[src/rtl/vga_rx_decoder_pkg.sv]
// Shared VGA receive timing defaults, state encoding and helpers.
// Default timing is 640x480 at 800x521 total.
package vga_rx_decoder_pkg;

    localparam logic [9:0] DEF_HPIXELS = 10'd800;
    localparam logic [9:0] DEF_VLINES = 10'd521;
    localparam logic [9:0] DEF_HPULSE = 10'd96;
    localparam logic [9:0] DEF_VPULSE = 10'd2;
    localparam logic [9:0] DEF_HBP = 10'd144;
    localparam logic [9:0] DEF_HFP = 10'd784;
    localparam logic [9:0] DEF_VBP = 10'd31;
    localparam logic [9:0] DEF_VFP = 10'd511;
    localparam logic [1:0] DEF_LOCK_FRAMES = 2'd2;

    typedef enum logic [1:0] {
        SEARCH = 2'd0,
        ACQUIRE = 2'd1,
        LOCKED = 2'd2
    } rx_state_t;

    function automatic logic [7:0] sat_inc8(input logic [7:0] v);
        return (v == 8'hFF) ? v : v + 8'd1;
    endfunction

endpackage

[src/rtl/vga_rx_decoder_if.sv]
// Sampled VGA video bus: active-low syncs plus 3/3/2 RGB.
// The generator side drives, the decoder side receives.
interface vga_rx_decoder_if;

    logic hsync;
    logic vsync;
    logic [2:0] red_in;
    logic [2:0] green_in;
    logic [1:0] blue_in;

    modport master (
        output hsync, vsync, red_in, green_in, blue_in
    );

    modport slave (
        input hsync, vsync, red_in, green_in, blue_in
    );

endinterface

[src/rtl/vga_rx_decoder_sync_edge.sv]
// Stage-1 register for one sync line with fall/rise detect.
// Idles high out of reset so a low input right after reset reads as a fall.
module vga_rx_decoder_sync_edge (
    input  logic clk,
    input  logic rst,
    input  logic d,
    output logic fall,
    output logic rise
);

    logic cur;
    logic prev;

    always_ff @(posedge clk or posedge rst) begin
        if (rst) begin
            cur <= 1'b1;
            prev <= 1'b1;
        end else begin
            cur <= d;
            prev <= cur;
        end
    end

    assign fall = prev & ~cur;
    assign rise = ~prev & cur;

endmodule

[src/rtl/vga_rx_decoder.sv]
// VGA receiver: recovers (hc,vc), checks sync timing, tracks lock,
// and reports active pixels plus one probe pixel per frame.
module vga_rx_decoder #(
    parameter logic [9:0] HPIXELS = vga_rx_decoder_pkg::DEF_HPIXELS,
    parameter logic [9:0] VLINES = vga_rx_decoder_pkg::DEF_VLINES,
    parameter logic [9:0] HPULSE = vga_rx_decoder_pkg::DEF_HPULSE,
    parameter logic [9:0] VPULSE = vga_rx_decoder_pkg::DEF_VPULSE,
    parameter logic [9:0] HBP = vga_rx_decoder_pkg::DEF_HBP,
    parameter logic [9:0] HFP = vga_rx_decoder_pkg::DEF_HFP,
    parameter logic [9:0] VBP = vga_rx_decoder_pkg::DEF_VBP,
    parameter logic [9:0] VFP = vga_rx_decoder_pkg::DEF_VFP,
    parameter logic [1:0] LOCK_FRAMES = vga_rx_decoder_pkg::DEF_LOCK_FRAMES
) (
    input  logic                    clk,
    input  logic                    rst,
    vga_rx_decoder_if.slave         vid,
    input  logic [9:0]              probe_x,
    input  logic [9:0]              probe_y,
    output logic                    locked,
    output logic                    frame_start,
    output logic                    px_valid,
    output logic [9:0]              px_x,
    output logic [9:0]              px_y,
    output logic [7:0]              px_rgb,
    output logic [7:0]              probe_rgb,
    output logic                    probe_done,
    output logic [7:0]              err_count
);

    import vga_rx_decoder_pkg::*;

    // In an edge cycle the counters still hold the previous sample's position.
    localparam logic [9:0] HLAST = HPIXELS - 10'd1;
    localparam logic [9:0] VLAST = VLINES - 10'd1;
    localparam logic [9:0] HPW_LAST = HPULSE - 10'd1;
    localparam logic [9:0] VPW_LAST = VPULSE - 10'd1;
    localparam logic [9:0] AW = HFP - HBP;
    localparam logic [9:0] AH = VFP - VBP;

    logic hfall;
    logic hrise;
    logic vfall;
    logic vrise;

    vga_rx_decoder_sync_edge u_hs (
        .clk  (clk),
        .rst  (rst),
        .d    (vid.hsync),
        .fall (hfall),
        .rise (hrise)
    );

    vga_rx_decoder_sync_edge u_vs (
        .clk  (clk),
        .rst  (rst),
        .d    (vid.vsync),
        .fall (vfall),
        .rise (vrise)
    );

    logic [7:0] rgb1;
    logic [7:0] rgb2;
    logic [9:0] hcnt;
    logic [9:0] vcnt;

    always_ff @(posedge clk or posedge rst) begin
        if (rst) begin
            rgb1 <= '0;
            rgb2 <= '0;
            hcnt <= '0;
            vcnt <= '0;
        end else begin
            rgb1 <= {vid.red_in, vid.green_in, vid.blue_in};
            rgb2 <= rgb1;
            if (hfall)
                hcnt <= '0;
            else if (hcnt != 10'h3FF)
                hcnt <= hcnt + 10'd1;
            if (vfall)
                vcnt <= '0;
            else if (hfall && vcnt != 10'h3FF)
                vcnt <= vcnt + 10'd1;
        end
    end

    logic t_err;

    assign t_err = (hfall & (hcnt != HLAST))
                 | (~hfall & (hcnt == HPIXELS))
                 | (hrise & (hcnt != HPW_LAST))
                 | (vrise & (vcnt != VPW_LAST))
                 | (vfall & (vcnt != VLAST));

    rx_state_t state_q;
    rx_state_t state_d;
    logic [1:0] good_q;
    logic [1:0] good_d;
    logic [7:0] err_q;
    logic [7:0] err_d;

    always_ff @(posedge clk or posedge rst) begin
        if (rst) begin
            state_q <= SEARCH;
            good_q <= '0;
            err_q <= '0;
        end else begin
            state_q <= state_d;
            good_q <= good_d;
            err_q <= err_d;
        end
    end

    // Errors in SEARCH are ignored, which exempts the first edges after it.
    always_comb begin
        state_d = state_q;
        good_d = good_q;
        err_d = err_q;
        unique case (state_q)
            SEARCH: begin
                if (vfall) begin
                    state_d = ACQUIRE;
                    good_d = 2'd0;
                end
            end
            ACQUIRE: begin
                if (t_err) begin
                    state_d = SEARCH;
                end else if (vfall) begin
                    good_d = good_q + 2'd1;
                    if (good_q + 2'd1 == LOCK_FRAMES)
                        state_d = LOCKED;
                end
            end
            LOCKED: begin
                if (t_err) begin
                    state_d = SEARCH;
                    err_d = sat_inc8(err_q);
                end
            end
            default: state_d = SEARCH;
        endcase
    end

    assign locked = (state_q == LOCKED);
    assign err_count = err_q;

    assign px_valid = locked
                    & (hcnt >= HBP) & (hcnt < HFP)
                    & (vcnt >= VBP) & (vcnt < VFP);
    assign px_x = px_valid ? (hcnt - HBP) : '0;
    assign px_y = px_valid ? (vcnt - VBP) : '0;
    assign px_rgb = px_valid ? rgb2 : '0;

    logic [9:0] prb_x;
    logic [9:0] prb_y;
    logic probe_hit;

    assign probe_hit = px_valid
                     & (prb_x < AW) & (prb_y < AH)
                     & (px_x == prb_x) & (px_y == prb_y);

    always_ff @(posedge clk or posedge rst) begin
        if (rst) begin
            prb_x <= '0;
            prb_y <= '0;
            frame_start <= 1'b0;
            probe_done <= 1'b0;
            probe_rgb <= '0;
        end else begin
            if (vfall) begin
                prb_x <= probe_x;
                prb_y <= probe_y;
            end
            frame_start <= vfall;
            probe_done <= probe_hit;
            if (probe_hit)
                probe_rgb <= px_rgb;
        end
    end

endmodule

[src/flat_wrapper.sv]
// flat-port wrapper written by rule: the top's interface ports become plain ports
module vga_rx_decoder_flat import vga_rx_decoder_pkg::*;
#(
    parameter logic [9:0] HPIXELS = vga_rx_decoder_pkg::DEF_HPIXELS,
    parameter logic [9:0] VLINES = vga_rx_decoder_pkg::DEF_VLINES,
    parameter logic [9:0] HPULSE = vga_rx_decoder_pkg::DEF_HPULSE,
    parameter logic [9:0] VPULSE = vga_rx_decoder_pkg::DEF_VPULSE,
    parameter logic [9:0] HBP = vga_rx_decoder_pkg::DEF_HBP,
    parameter logic [9:0] HFP = vga_rx_decoder_pkg::DEF_HFP,
    parameter logic [9:0] VBP = vga_rx_decoder_pkg::DEF_VBP,
    parameter logic [9:0] VFP = vga_rx_decoder_pkg::DEF_VFP,
    parameter logic [1:0] LOCK_FRAMES = vga_rx_decoder_pkg::DEF_LOCK_FRAMES
)
  (clk, rst, probe_x, probe_y, locked, frame_start, px_valid, px_x, px_y, px_rgb, probe_rgb, probe_done, err_count, vid_hsync, vid_vsync, vid_red_in, vid_green_in, vid_blue_in);
  vga_rx_decoder_if vid_i ();
  input  logic clk;
  input  logic rst;
  input  logic [9:0] probe_x;
  input  logic [9:0] probe_y;
  output logic locked;
  output logic frame_start;
  output logic px_valid;
  output logic [9:0] px_x;
  output logic [9:0] px_y;
  output logic [7:0] px_rgb;
  output logic [7:0] probe_rgb;
  output logic probe_done;
  output logic [7:0] err_count;
  input wire logic [$bits(vid_i.hsync)-1:0] vid_hsync;
  input wire logic [$bits(vid_i.vsync)-1:0] vid_vsync;
  input wire logic [$bits(vid_i.red_in)-1:0] vid_red_in;
  input wire logic [$bits(vid_i.green_in)-1:0] vid_green_in;
  input wire logic [$bits(vid_i.blue_in)-1:0] vid_blue_in;
  assign vid_i.hsync = vid_hsync;
  assign vid_i.vsync = vid_vsync;
  assign vid_i.red_in = vid_red_in;
  assign vid_i.green_in = vid_green_in;
  assign vid_i.blue_in = vid_blue_in;
  vga_rx_decoder #(.HPIXELS(HPIXELS), .VLINES(VLINES), .HPULSE(HPULSE), .VPULSE(VPULSE), .HBP(HBP), .HFP(HFP), .VBP(VBP), .VFP(VFP), .LOCK_FRAMES(LOCK_FRAMES)) u_core (.clk(clk), .rst(rst), .vid(vid_i), .probe_x(probe_x), .probe_y(probe_y), .locked(locked), .frame_start(frame_start), .px_valid(px_valid), .px_x(px_x), .px_y(px_y), .px_rgb(px_rgb), .probe_rgb(probe_rgb), .probe_done(probe_done), .err_count(err_count));
endmodule
[config.mk]
export PLATFORM = sky130hd
export DESIGN_NAME = vga_rx_decoder_flat
export DESIGN_NICKNAME = d
export VERILOG_FILES = /design/src/rtl/vga_rx_decoder_pkg.sv /design/src/rtl/vga_rx_decoder_if.sv /design/src/rtl/vga_rx_decoder_sync_edge.sv /design/src/rtl/vga_rx_decoder.sv /design/src/flat_wrapper.sv
export SDC_FILE = /design/constraint.sdc
export NUM_CORES = 1
export LEC_CHECK = 0
export CAP_MARGIN = 20
export CORE_MARGIN = 10
export CORE_UTILIZATION = 34
export DETAILED_ROUTE_END_ITERATION = 8
export MAX_ROUTING_LAYER = met4
export PLACE_DENSITY = 0.57
export SYNTH_ARGS = -nofsm -noshare
export SYNTH_HDL_FRONTEND = slang
export SYNTH_SLANG_ARGS = --single-unit
[constraint.sdc]
create_clock -name clk -period 6.2 [get_ports clk]
set_clock_uncertainty 0.05 [all_clocks]
set_input_delay 0.62 -clock clk [delete_from_list [all_inputs] [get_ports clk]]
set_output_delay 0.62 -clock clk [all_outputs]
set_load 0.03 [all_outputs]
**After elaboration in Yosys (flattened, before gate mapping)**

Index checks and enable logic that the tools add are counted.
Widths: inputs -> output; s select.

- Bits in registers: 82
- Latch bits: 0
- Memory bits (writable): 0
- ROM bits: 0
- Output and inout port bits: 48
- Logic and storage cells: 99
- Memories: 0

- $add $sub $neg: 6
- Multiply operators: 0
- Divide/modulo/power cells: 0
- Order comparisons: 6
- Equal/unequal tests: 19
- Shift-type cells: 0
- Multiplexer cells: 17
- Bitwise logic cells: 27
- Reduce and logical (&&, ||, !) cells: 8

Operators by type and width:

| cell | count |
|---|---|
| $mux 10 | 6 |
| $ne 10x10->1 const B | 4 |
| $add 10x1->10 const B | 2 |
| $eq 10x10->1 | 2 |
| $lt 10x10->1 const B | 2 |
| $lt 10x9->1 const B | 2 |
| $and 1x1->1 | 17 |
| $mux 2 | 8 |
| $eq 10x10->1 const B | 1 |
| $ge 10x5->1 const B | 1 |
| $ge 10x8->1 const B | 1 |
| $ne 10x1->1 const B | 1 |
| $ne 10x7->1 const B | 1 |
| $sub 10x5->10 const B | 1 |
| $sub 10x8->10 const B | 1 |
| $add 8x1->8 const B | 1 |
| $eq 8x8->1 const B | 1 |
| $mux 8 | 1 |
| $reduce_and 4->1 | 2 |
| $ne 3x1->1 const B | 2 |
| $not 1->1 | 6 |
| $pmux 2 s3 | 1 |
| $reduce_bool 2->1 | 3 |
| $eq 2x2->1 const B | 2 |
| 9 further kinds | 14 |

**Longest topological paths before layout**

Gate-level depths: netlist of run 1.

- Word-level depth: 10
- Gate-level depth with buffers: 11
- Mapped depth without buffers: 11

**Modules after synthesis**

From an unflattened synthesis of run 1, not the netlist that was laid out.

- Cells, all modules: 437
- Area total of the unflattened synthesis: 4416.7 µm²

Modules (own cells, without submodules):

| module | times used | cells an instance | area an instance (µm²) | sequential area each (µm²) |
|---|---|---|---|---|
| vga_rx_decoder | 1 | 427 | 4274.1 | 1951.9 |
| vga_rx_decoder_sync_edge | 2 | 5 | 71.3 | 52.6 |

**Least setup slack after synthesis of run 1**

Ideal clock, no wire load.

- Path kind: flip-flop to flip-flop
- Start point: reg u_core.hcnt[4]
- End point: reg u_core.probe_rgb[0]
- Data arrival time: 3.082 ns
- Required time: 6.025 ns
- Setup slack: 2.943 ns
- Cell stages (with the launch flop): 11
- Path buffers: 0
- Path through: dfrtp_1 -> inv_1 -> ha_1 -> or3b_1 -> a311o_1 -> a31oi_4 -> and3_1 -> o2bb2ai_2 -> a2111oi_4 -> nand3b_4 -> mux2_4

- Longest elaborated chain between the ends: 9
- Elaborated cells on any way between the ends: 16
- Those cells by class: add/sub: 1; order compare: 2; eq/ne: 2; mux: 3; bitwise: 8

Ends and longest elaborated chain:

| item | RTL line | source |
|---|---|---|
| from (decl) | vga_rx_decoder.sv:63 | `logic [9:0] hcnt;` |
| from (signal assigned) | vga_rx_decoder.sv:78 | `hcnt <= hcnt + 10'd1;` |
| $ge 10x8->1 | vga_rx_decoder.sv:148 | `& (hcnt >= HBP) & (hcnt < HFP)` |
| $and 1x1->1 | vga_rx_decoder.sv:148 |  |
| $and 1x1->1 (*) | vga_rx_decoder.sv:148 |  |
| $and 1x1->1 (*) (2 in series) | vga_rx_decoder.sv:149 | `& (vcnt >= VBP) & (vcnt < VFP);` |
| $mux 10 (*) | vga_rx_decoder.sv:150 | `assign px_x = px_valid ? (hcnt - HBP) : '0;` |
| net px_x[3] | flat_wrapper.sv:23 | `output logic [9:0] px_x;` |
| $eq 10x10->1 (*) | vga_rx_decoder.sv:160 | `& (px_x == prb_x) & (px_y == prb_y);` |
| $and 1x1->1 (*) (2 in series) | vga_rx_decoder.sv:160 |  |
| to (signal assigned) | vga_rx_decoder.sv:177 | `probe_rgb <= px_rgb;` |
| to (decl) | vga_rx_decoder.sv:25 | `output logic [7:0] probe_rgb,` |

Mark *: on every way through the listed nets, which the timed path passes. The rest lies on a longest branch.
A chain may end at the register's enable or synchronous reset.

**Final worst setup path of run 1**

- Start point: reg u_core.hcnt[4]
- End point: out px_y[9]

- Longest elaborated chain between the ends: 6
- Elaborated cells on any way between the ends: 7
- Those cells by class: order compare: 2; mux: 1; bitwise: 4

Ends and longest elaborated chain:

| item | RTL line | source |
|---|---|---|
| $ge 10x8->1 | vga_rx_decoder.sv:148 |  |
| $and 1x1->1 | vga_rx_decoder.sv:148 |  |
| $and 1x1->1 (*) | vga_rx_decoder.sv:148 |  |
| $and 1x1->1 (*) (2 in series) | vga_rx_decoder.sv:149 |  |
| $mux 10 (*) | vga_rx_decoder.sv:151 | `assign px_y = px_valid ? (vcnt - VBP) : '0;` |
| to (decl) | flat_wrapper.sv:24 | `output logic [9:0] px_y;` |

Mark *: on every way between the ends. The rest lies on a longest branch, timed or not.

==> flow_metrics.tcl, run 1 <==
set metrics [dict create \
    ant_nets 0 \
    hp-class "reg -> reg" \
    mostFrequentLayoutCells "clkdlybuf4s50_1, dfrtp_1, nand2_1" \
    drt-initial-drc-count 250 \
    core.rowCount 41 \
    setup-tns-final_ns 0 \
    postSynthCellCount 450 \
    switching_power_mw 0.398 \
    io_buffers 79 \
    drv_cap 0 \
    slew_viol_final 0 \
    synth_area_mm2 0.00436 \
    clock-sinks 82 \
    power_per_cell_area_mw_per_mm2 239 \
    ys_ff_latch 82 \
    path_class "reg -> out" \
    period_share_pct 74.5 \
    dieArea_mm2 0.0177 \
    grt.total_usage_pct 13.5 \
    cp_data_required_time_ns 5.53 \
    tightestPinTransition_ns 0.675 \
    cp-end-kind "output port" \
    grt_overflow_total 0 \
    ys.flop_type "dfrtp_1" \
    hold_buffers 0 \
    fin_ws_ns 1.58 \
    cts_setup_buffers 0 \
    wl_per_cell_um 16.5 \
    avgSynthCellArea_um2 9.68 \
    final_common_cell "clkdlybuf4s50_1" \
    final_cells 700 \
    slowest_delay_ns 0.72 \
    synth-edff-count 0 \
    outcome "completed" \
    p_sw_share_pct 29.6 \
    slowest_stage "clkdlybuf4s50_1" \
    tritoncts.num_buffers 9 \
    ys_warn_count 0 \
    path_cells "inv_1, ha_1, or3b_1, a311o_1, a31oi_4, nand2_2, nor3_1, clkdlybuf4s50_1" \
    cts_buffer_depth 2 \
    grt_first_pass_wirelength_mm 19.0 \
    setup_viol 0 \
    seqPwrFrac_pct 47.1 \
    area_growth_pct 29.0 \
    final_core_utilization_pct 44.7 \
    ios 80 \
    path_max_fanout 22 \
    p_comb_share_pct 14.3 \
    die_y_um 133 \
    worst_setup_path_start_kind "flop" \
    p_int_mw 0.947 \
    initial_core_util_pct 34.7 \
    clk_pin_slew_ns 0.07 \
    timing.hold.ws_ns 0.299 \
    max_freq_mhz 216 \
    routed_via_density 4.89 \
    drc 0 \
    num_vias 3422 \
    dp_worst_setup_slack_ns 1.93 \
    worstSkewPairLatency_ns 0.34 \
    core_mm2 0.0126 \
    hold_violations 0 \
    period_needed_ns 4.62 \
    maxSlewHeadroom_pct 55.0 \
    dp_hpwl_mm 8.54 \
    cts_resized 0 \
    grt_max_degree 83 \
    synth_cell_type_count 65 \
    antenna_cells 0 \
    leakagePower_nw 2.53 \
    root_buffer "clkbuf_16" \
    finalWirelength_mm 11.5 \
    worst_ep_arrival_time_ns 3.95 \
    layout.nets 566 \
    drive_gt1_share_pct 9.47 \
    gp_congestion 0.883 \
    first_pass_iters 5 \
    h-tree-depth 3 \
    die_w_um 133 \
    rsz0062_at_grt "false" \
    post-place-cells 682 \
    cts_tree "yes" \
    synth_nets 493 \
    async_flop_share_pct 100 \
    grt_pass1_vias 3562 \
    yosysSeqAreaShare_pct 47.2 \
    pwr-share-clk_pct 38.5 \
    vdd_ir_drop_max_mv 0.170 \
    antenna_found_initial 0 \
]
==> state kept, by name (all words and copies together), names as in the netlist, 2 cells and up <==
| register | count |
|---|---|
| u_core.hcnt | 10 |
| u_core.prb_x | 10 |
| u_core.prb_y | 10 |
| u_core.vcnt | 10 |
| u_core.err_count | 8 |
| u_core.probe_rgb | 8 |
| u_core.rgb1 | 8 |
| u_core.rgb2 | 8 |
| u_core.good_q | 2 |
| u_core.state_q | 2 |
==> stage by stage <==
step / power (mW) / area, um2
global placement: 0.828 / 5290
CTS: 1.36 / 5570
floorplan: 0.758 / 4360
global route: 1.41 / 5620
detailed placement: 0.833 / 5290
finish: 1.34 / 5620
==> Yosys cell counts, types with 2 or more instances <==
master | count | share of area, %
nand2b_1 | 6 | 0.86
a211oi_1 | 3 | 0.52
nand4_1 | 8 | 1.1
or3b_1 | 2 | 0.40
nor3b_1 | 2 | 0.34
nor4_1 | 2 | 0.29
dfrtp_1 | 78 | 45
nand3b_1 | 3 | 0.52
ha_1 | 11 | 3.2
nor2_1 | 40 | 3.4
nand4b_1 | 3 | 0.60
xor2_1 | 17 | 3.4
or3_1 | 7 | 1.0
and3_1 | 20 | 2.9
mux2_2 | 2 | 0.52
o21ai_0 | 18 | 2.1
a31oi_1 | 6 | 0.86
and4_1 | 2 | 0.40
inv_1 | 18 | 1.6
nand3_1 | 8 | 0.92
nand2_1 | 76 | 6.5
nor3_1 | 6 | 0.69
clkbuf_1 | 16 | 1.4
dfstp_2 | 4 | 2.4
and2_1 | 2 | 0.29
buf_2 | 5 | 0.57
a21oi_1 | 18 | 2.1
nor2b_1 | 3 | 0.43
xnor2_1 | 20 | 4.0
mux2_4 | 8 | 2.8
a311oi_1 | 2 | 0.40
==> worst paths after layout <==
kind,from,to,slack (ns),cells after the start
min in group asynchronous,rst,u_core.rgb1[2],0.61,3
max in group asynchronous,rst,u_core.u_vs.prev,4.82,4
worst min-delay path,u_core.rgb1[1],u_core.rgb2[1],0.30,0
worst max register to register,u_core.hcnt[4],u_core.probe_rgb[6],2.09,11
worst min register to register,u_core.rgb1[1],u_core.rgb2[1],0.30,0
worst max-delay path,u_core.hcnt[4],px_y[9],1.58,8
==> kinds of logic (layout without fill, tap and decap cells) <==
group | Yosys count | in the layout | share of synthesized area [%]
adder cells (fa/ha/maj) | 11 | 11 | 3.16
flip-flops | 82 | 82 | 47.2
buffers and inverters | 42 | 120 | 3.96
multiplexers | 11 | 11 | 3.50
XOR/XNOR | 38 | 38 | 7.96
AO/OA/AOI/OAI | 68 | 68 | 11.1
AND/OR/NAND/NOR | 198 | 198 | 23.1
==> layer usage <==
layer	up-vias	GRT usage, %	wire, um	part of all wire, %
met2	82	21.0	5410	47
met3	8	3.23	542	4.7
li1	1684	-	-	-
met1	1648	17.1	5460	47
met5	-	-	0	0
met4	0	4.41	134	1.2
==> worst max-delay path: cells and delay by family, from the launching register on <==
| kind | cells | cell delay (ns) |
|---|---|---|
| simple gates | 3 | 1.10 |
| buf+inv | 2 | 0.89 |
| compound gates | 2 | 0.89 |
| flops | 1 | 0.47 |
| fa+ha+maj | 1 | 0.25 |
==> power groups by stage <==
stage               clock network [mW]  registers [mW]  logic (mW)
floorplan                            0           0.623       0.135
global route                     0.550           0.643       0.218
CTS                              0.532           0.634       0.191
finish                           0.518           0.634       0.193
detailed placement                   0           0.644       0.189
global placement                     0           0.642       0.186
==> layout make-up <==
type                    count  area [um2]
fillers                  1215        6950
clock inverters             7        58.8
multi-input cells         326        2130
inverters                  20        77.6
clock buffers               9         225
flip-flops and latches     82        2060
repair buffers             84         861
well taps                 172         215
Note: power is estimated with default switching activity, not from simulation.
==> run 2, diff against run 1 <==
--- a/config.mk
+++ b/config.mk
@@ -10,7 +10,7 @@
 export CORE_UTILIZATION = 34
 export DETAILED_ROUTE_END_ITERATION = 8
 export MAX_ROUTING_LAYER = met4
-export PLACE_DENSITY = 0.57
+export PLACE_DENSITY = 0.59
 export SYNTH_ARGS = -nofsm -noshare
 export SYNTH_HDL_FRONTEND = slang
 export SYNTH_SLANG_ARGS = --single-unit
==> constraint.sdc (replaced) <==
create_clock -name clk -period 4.25 [get_ports clk]
set_clock_uncertainty 0.05 [all_clocks]
set_input_delay 0.425 -clock clk [delete_from_list [all_inputs] [get_ports clk]]
set_output_delay 0.425 -clock clk [all_outputs]
set_load 0.03 [all_outputs]
==> run 2 against run 1 <==
Compared with the run above:
- register-to-register slack worse by 1.4 ns
- setup slack got worse by 1.2 ns
- first-iteration DRC count down 26%
- clock power grew 75%
- core utilization grew 0.48 points
- non-clock buffer count increased by 1
- routed wire length decreased by 0.81%
- combinational power increased by 46%
- global-route usage shrank 0.31 points
- flip-flop and latch count unchanged
- hold slack worse by 0.037 ns
==> flow_metrics.tcl, run 2 (synthesized netlist as in run 1, its figures left out) <==
set metrics [dict create \
    finish.instance_area_mm2 0.00568 \
    ant_nets 0 \
    first_pass_iters 4 \
    worst_ep_arrival_time_ns 3.37 \
    max_freq_mhz 260 \
    worst_setup_path_start_kind "flop" \
    final_common_cell "clkdlybuf4s50_1" \
    cp_data_required_time_ns 3.77 \
    pwr-share-clk_pct 43.0 \
    hold_violations 0 \
    p_comb_share_pct 13.3 \
    maxSlewHeadroom_pct 54.1 \
    switching_power_mw 0.561 \
    wl_per_cell_um 16.3 \
    cts_tree "yes" \
    cts_resized 0 \
    period_share_pct 90.4 \
    clk_pin_slew_ns 0.06 \
    drive_gt1_share_pct 9.64 \
    hold_buffers 0 \
    setup_viol 0 \
    gp_congestion 0.822 \
    outcome "completed" \
    drc 0 \
    grt_pass1_vias 3643 \
    cts_buffer_depth 2 \
    dp_hpwl_mm 8.57 \
    num_vias 3493 \
    vdd_ir_drop_max_mv 0.236 \
    worstSkewPairLatency_ns 0.34 \
    power_per_cell_area_mw_per_mm2 372 \
    path_max_fanout 14 \
    drv_cap 0 \
    tritoncts.num_buffers 9 \
    antenna_cells 0 \
    core.rowCount 41 \
    leakagePower_nw 2.56 \
    seqPwrFrac_pct 43.7 \
    die_w_um 133 \
    layout.nets 567 \
    dpl_cell_area_mm2 0.00531 \
    grt.total_usage_pct 13.2 \
    die_y_um 133 \
    timing.hold.ws_ns 0.261 \
    drt-initial-drc-count 184 \
    clock-sinks 82 \
    fin_ws_ns 0.407 \
    p_int_mw 1.55 \
    finalWirelength_mm 11.5 \
    core_mm2 0.0126 \
    path_class "reg -> out" \
    cp-end-kind "output port" \
    tightestPinTransition_ns 0.689 \
    antenna_found_initial 0 \
    grt_overflow_total 0 \
    setup-tns-final_ns 0 \
    routed_via_density 4.98 \
    io_buffers 79 \
    ios 80 \
    hp-class "in -> async" \
    grt_max_degree 64 \
    cts_setup_buffers 0 \
    slew_viol_final 0 \
    rsz0062_at_grt "false" \
    h-tree-depth 3 \
    mostFrequentLayoutCells "clkdlybuf4s50_1, dfrtp_1, nand2_1" \
    dp_worst_setup_slack_ns 0.741 \
    root_buffer "clkbuf_16" \
    period_needed_ns 3.84 \
    grt_first_pass_wirelength_mm 18.6 \
    p_sw_share_pct 26.5 \
    area_growth_pct 30.4 \
    initial_core_util_pct 34.7 \
    dieArea_mm2 0.0177 \
]
run 2: cell count changes in the layout (fill, tap and decap cells not counted):
cell | previous run | this run
buf_12 | 1 | 0
clkinvlp_4 | 1 | 0
inv_6 | 4 | 2
buf_4 | 3 | 5
bufinv_16 | 0 | 3
run 2: final timing paths:
check,start,cells past startpoint,end,slack [ns]
worst max-delay path,u_core.hcnt[4],8,px_y[9],0.41
worst min-delay path,rst,2,u_core.rgb1[5],0.26
worst max register to register,u_core.hcnt[4],10,u_core.probe_rgb[4],0.73
worst min register to register,u_core.rgb1[0],0,u_core.rgb2[0],0.30
max in group asynchronous,rst,4,u_core.u_hs.prev,3.00
min in group clk,u_core.rgb1[0],0,u_core.rgb2[0],0.30
run 2: cell type report:
class | instances | area (um2)
Clock inverter | 7 | 124
Fill cell | 1204 | 6890
Clock buffer | 9 | 225
Multi-Input combinational cell | 326 | 2130
Inverter | 20 | 77.6
Timing Repair Buffer | 85 | 856
Tap cell | 172 | 215
Sequential cell | 82 | 2060
run 2: power groups by stage:
| stage | clock (mW) | sequential (mW) | combinational [mW] |
|---|---|---|---|
| floorplan | 0 | 0.909 | 0.197 |
| global placement | 0 | 0.935 | 0.273 |
| detailed placement | 0 | 0.937 | 0.279 |
| CTS | 0.923 | 0.923 | 0.281 |
| global route | 0.957 | 0.935 | 0.316 |
| finish | 0.909 | 0.925 | 0.281 |
run 2: per-stage QoR:
stage | total power [mW] | utilization, % | instances
after detailed placement | 1.22 | 42.2 | 684
after global placement | 1.21 | 42.2 | 684
final | 2.11 | 45.2 | 701
after global routing | 2.21 | 45.2 | 701
after CTS | 2.13 | 45.0 | 700
after floorplan | 1.11 | - | 450
run 2: layer usage:
metal	part of all wire [%]	global-route usage (%)	vias to the layer above	routed length, um
met3	4.4	2.59	14	506
li1	-	-	1694	-
met2	49	21.3	99	5570
met1	45	16.2	1686	5170
met4	1.8	4.84	0	210
met5	0	-	-	0
run 2: worst max-delay path, cell delays in order, from the launching register on:
cell	delay, ns
dfrtp_1	0.47
inv_1	0.16
ha_1	0.26
or3b_1	0.37
a311o_1	0.39
a31oi_4	0.16
nand2_2	0.22
nor3_1	0.28
clkdlybuf4s50_1	0.72
==> run 3, diff against run 2 <==
--- a/config.mk
+++ b/config.mk
@@ -13,4 +13,5 @@
 export PLACE_DENSITY = 0.59
 export SYNTH_ARGS = -nofsm -noshare
 export SYNTH_HDL_FRONTEND = slang
+export SYNTH_HIERARCHICAL = 1
 export SYNTH_SLANG_ARGS = --single-unit
==> run 3 against run 2 <==
Compared with the run above:
- fmax fell by 5.3%
- power is 8.3% lower
- hold slack gained 0.037 ns
- core utilization shrank 0.40 points
- design area is essentially flat
- area after synthesis grew 1.4%
- combinational power increased by 2%
- flip-flop and latch count unchanged
- synthesized cell count shrank 2.9%
- via count is 1.1% lower
- clock power down 20%
- first-iteration DRC count grew 49%
- critical endpoint is now px_y[5]
- largest cell class unchanged
==> flow_metrics.tcl, run 3 <==
set metrics [dict create \
    outcome "completed" \
    dp_hpwl_mm 8.58 \
    yosysSeqAreaShare_pct 46.6 \
    hold_start "u_core/rgb1[1]" \
    grt_overflow_total 0 \
    post-place-cells 668 \
    hp-class "reg -> reg" \
    mostFrequentLayoutCells "clkdlybuf4s50_1, dfrtp_1, nor2_1" \
    worstSkewPairLatency_ns 0.34 \
    ys_ff_latch 82 \
    grt_max_degree 79 \
    r2r_setup_slack_ns 0.31 \
    clk_pin_slew_ns 0.06 \
    area_growth_pct 28.6 \
    register_area_mm2 0.00206 \
    ys_warn_count 6 \
    drive_gt1_share_pct 12.9 \
    maxSlewHeadroom_pct 31.8 \
    die_y_um 134 \
    wl_per_cell_um 16.7 \
    holdPathStages 0 \
    worst_ep_arrival_time_ns 3.58 \
    slowest_stage "clkdlybuf4s50_1" \
    grt_pass1_vias 3575 \
    ys.flop_type "dfrtp_1" \
    max_freq_mhz 246 \
    dieArea_mm2 0.0179 \
    io_buffers 79 \
    synth-edff-count 0 \
    reg2reg_from "u_core/hcnt[5]" \
    h-tree-depth 3 \
    synth_top_family_by_area "simple AND/OR/NAND/NOR gates" \
    synth_area_mm2 0.00442 \
    synth_compound_area_share_pct 9.01 \
    multi_input_area_mm2 0.00220 \
    die_w_um 134 \
    period_share_pct 95.5 \
    tightestPinTransition_ns 1.02 \
    setup_viol 0 \
    grt_first_pass_wirelength_mm 19.1 \
    async_flop_share_pct 100 \
    synth_most_common_cell "dfrtp_1" \
    tritoncts.num_buffers 9 \
    setup-tns-final_ns 0 \
    path_cells "inv_1, ha_1, or3b_1, a311o_1, a2111o_1, buf_4, nor2_1, clkdlybuf4s50_1" \
    r2r_cells 10 \
    cts_buffer_depth 2 \
    path_class "reg -> out" \
    fillCellCount 1222 \
    p_total_mw 1.94 \
    num_vias 3453 \
    first_pass_iters 4 \
    synth.area.mux_share_pct 8.07 \
    period_needed_ns 4.06 \
    reg2reg_to "u_core/probe_rgb[0]" \
    critical-path-top-delay-family "buffers and inverters" \
    synth_top_cell_area_share_pct 44.2 \
    ant_nets 0 \
    ios 80 \
    root_buffer "clkbuf_16" \
    leakagePower_nw 2.34 \
    clock-sinks 82 \
    core.rowCount 41 \
    routed_via_density 5.04 \
    drv_cap 0 \
    path_max_fanout 24 \
    gp_congestion 0.830 \
    initial_core_util_pct 34.9 \
    power_per_cell_area_mw_per_mm2 341 \
    hold_buffers 0 \
    grt.total_usage_pct 13.4 \
    layout.nets 551 \
    vdd_ir_drop_max_mv 0.188 \
    dpl_cell_area_mm2 0.00537 \
    yosys.area.top_type "dfrtp_1" \
    core_mm2 0.0127 \
    worst_setup_path_start_kind "flop" \
    synth_simple_gate_area_share_pct 20.7 \
    antenna_cells 0 \
    postSynthCellCount 437 \
    synth_nets 480 \
    final_core_utilization_pct 44.8 \
    synth_cell_type_count 55 \
    rsz0062_at_grt "false" \
    synth_fa_ha_area_share_pct 3.12 \
    final_cells 685 \
    cp_num_buf_inv 3 \
    drc 0 \
    antenna_found_initial 0 \
    synth_xor_area_share_pct 8.84 \
    slowest_delay_ns 0.71 \
    cts_tree "yes" \
    hold_end "u_core/rgb2[1]" \
    synth_area_leaders "dfrtp_1, mux2_2, xnor2_1, nor2_1, ha_1" \
    hold_violations 0 \
    finalWirelength_mm 11.4 \
    finish.instance_area_mm2 0.00568 \
    avgSynthCellArea_um2 10.1 \
    cp_data_required_time_ns 3.77 \
    cp-end-kind "output port" \
    ys_top_cells_by_count "dfrtp_1, nor2_1, mux2_2" \
    drt-initial-drc-count 274 \
    slew_viol_final 0 \
]
-- run 3: cell count changes in the layout (fill, tap and decap cells not counted), sizes merged, moves of 4 or more --
cell / change
inv: -4
xnor2: +7
nor3: +6
a21oi: -7
nand3: +4
and3: -13
and2: +13
nand2: -61
nor2: +10
mux2: +19
nand4: +6
nor2b: +7
-- run 3: cells by family after synthesis --
logic type / count (synthesis)
compound gates: 57
xor+xnor: 43
fa+ha+maj: 11
buf+inv: 41
flops: 82
mux: 32
simple gates: 171
-- run 3: worst max-delay path by stage --
stage                   start                   to  slack [ns]  cells after the start
3_5_place_dp   u_core/hcnt[5]  u_core/probe_rgb[0]        0.20                     10
2_1_floorplan  u_core/hcnt[4]              px_y[4]        0.58                      6
6_report       u_core/hcnt[5]              px_y[5]        0.19                      8
3_3_place_gp   u_core/hcnt[5]  u_core/probe_rgb[0]        0.37                     10
4_1_cts        u_core/hcnt[5]            px_rgb[5]        0.08                      8
5_1_grt        u_core/hcnt[5]              px_y[5]        0.04                      8
-- run 3: area by class of cell --
| cell class | count | area share, % |
|---|---|---|
| clock buffer | 9 | 3.97 |
| clock inverter | 7 | 0.948 |
| inverter | 15 | 1.06 |
| multi-input combinational | 314 | 38.8 |
| sequential | 82 | 36.2 |
| tap | 172 | 3.79 |
| timing repair buffer | 86 | 15.2 |
-- run 3: timing repair --
action	4_1_cts	5_1_grt
setup buffers	0	0
endpoints found under the setup margin	0	20
endpoints found under the hold margin	0	0
gates resized for setup	0	2
-- run 3: metal layers --
metal	share of wire, %	track usage [%]	vias to the layer above
li1	-	-	1669
met1	44	16.7	1700
met2	51	21.4	74
met3	3.6	2.99	10
met4	1.1	3.75	0
met5	0	-	-
-- run 3: metrics by stage --
step                      hold WS (ns)  setup slack (ns)
after global placement           0.284             0.367
after CTS                        0.300            0.0820
after detailed placement         0.285             0.203
after floorplan                  0.281             0.577
final                            0.299             0.191
after global routing             0.304            0.0418
-- run 3: where the power goes --
part	internal, mW	leakage [nW]	switching, mW
clock network	0.400	0.134	0.328
logic	0.147	1.17	0.141
registers	0.843	1.04	0.0794
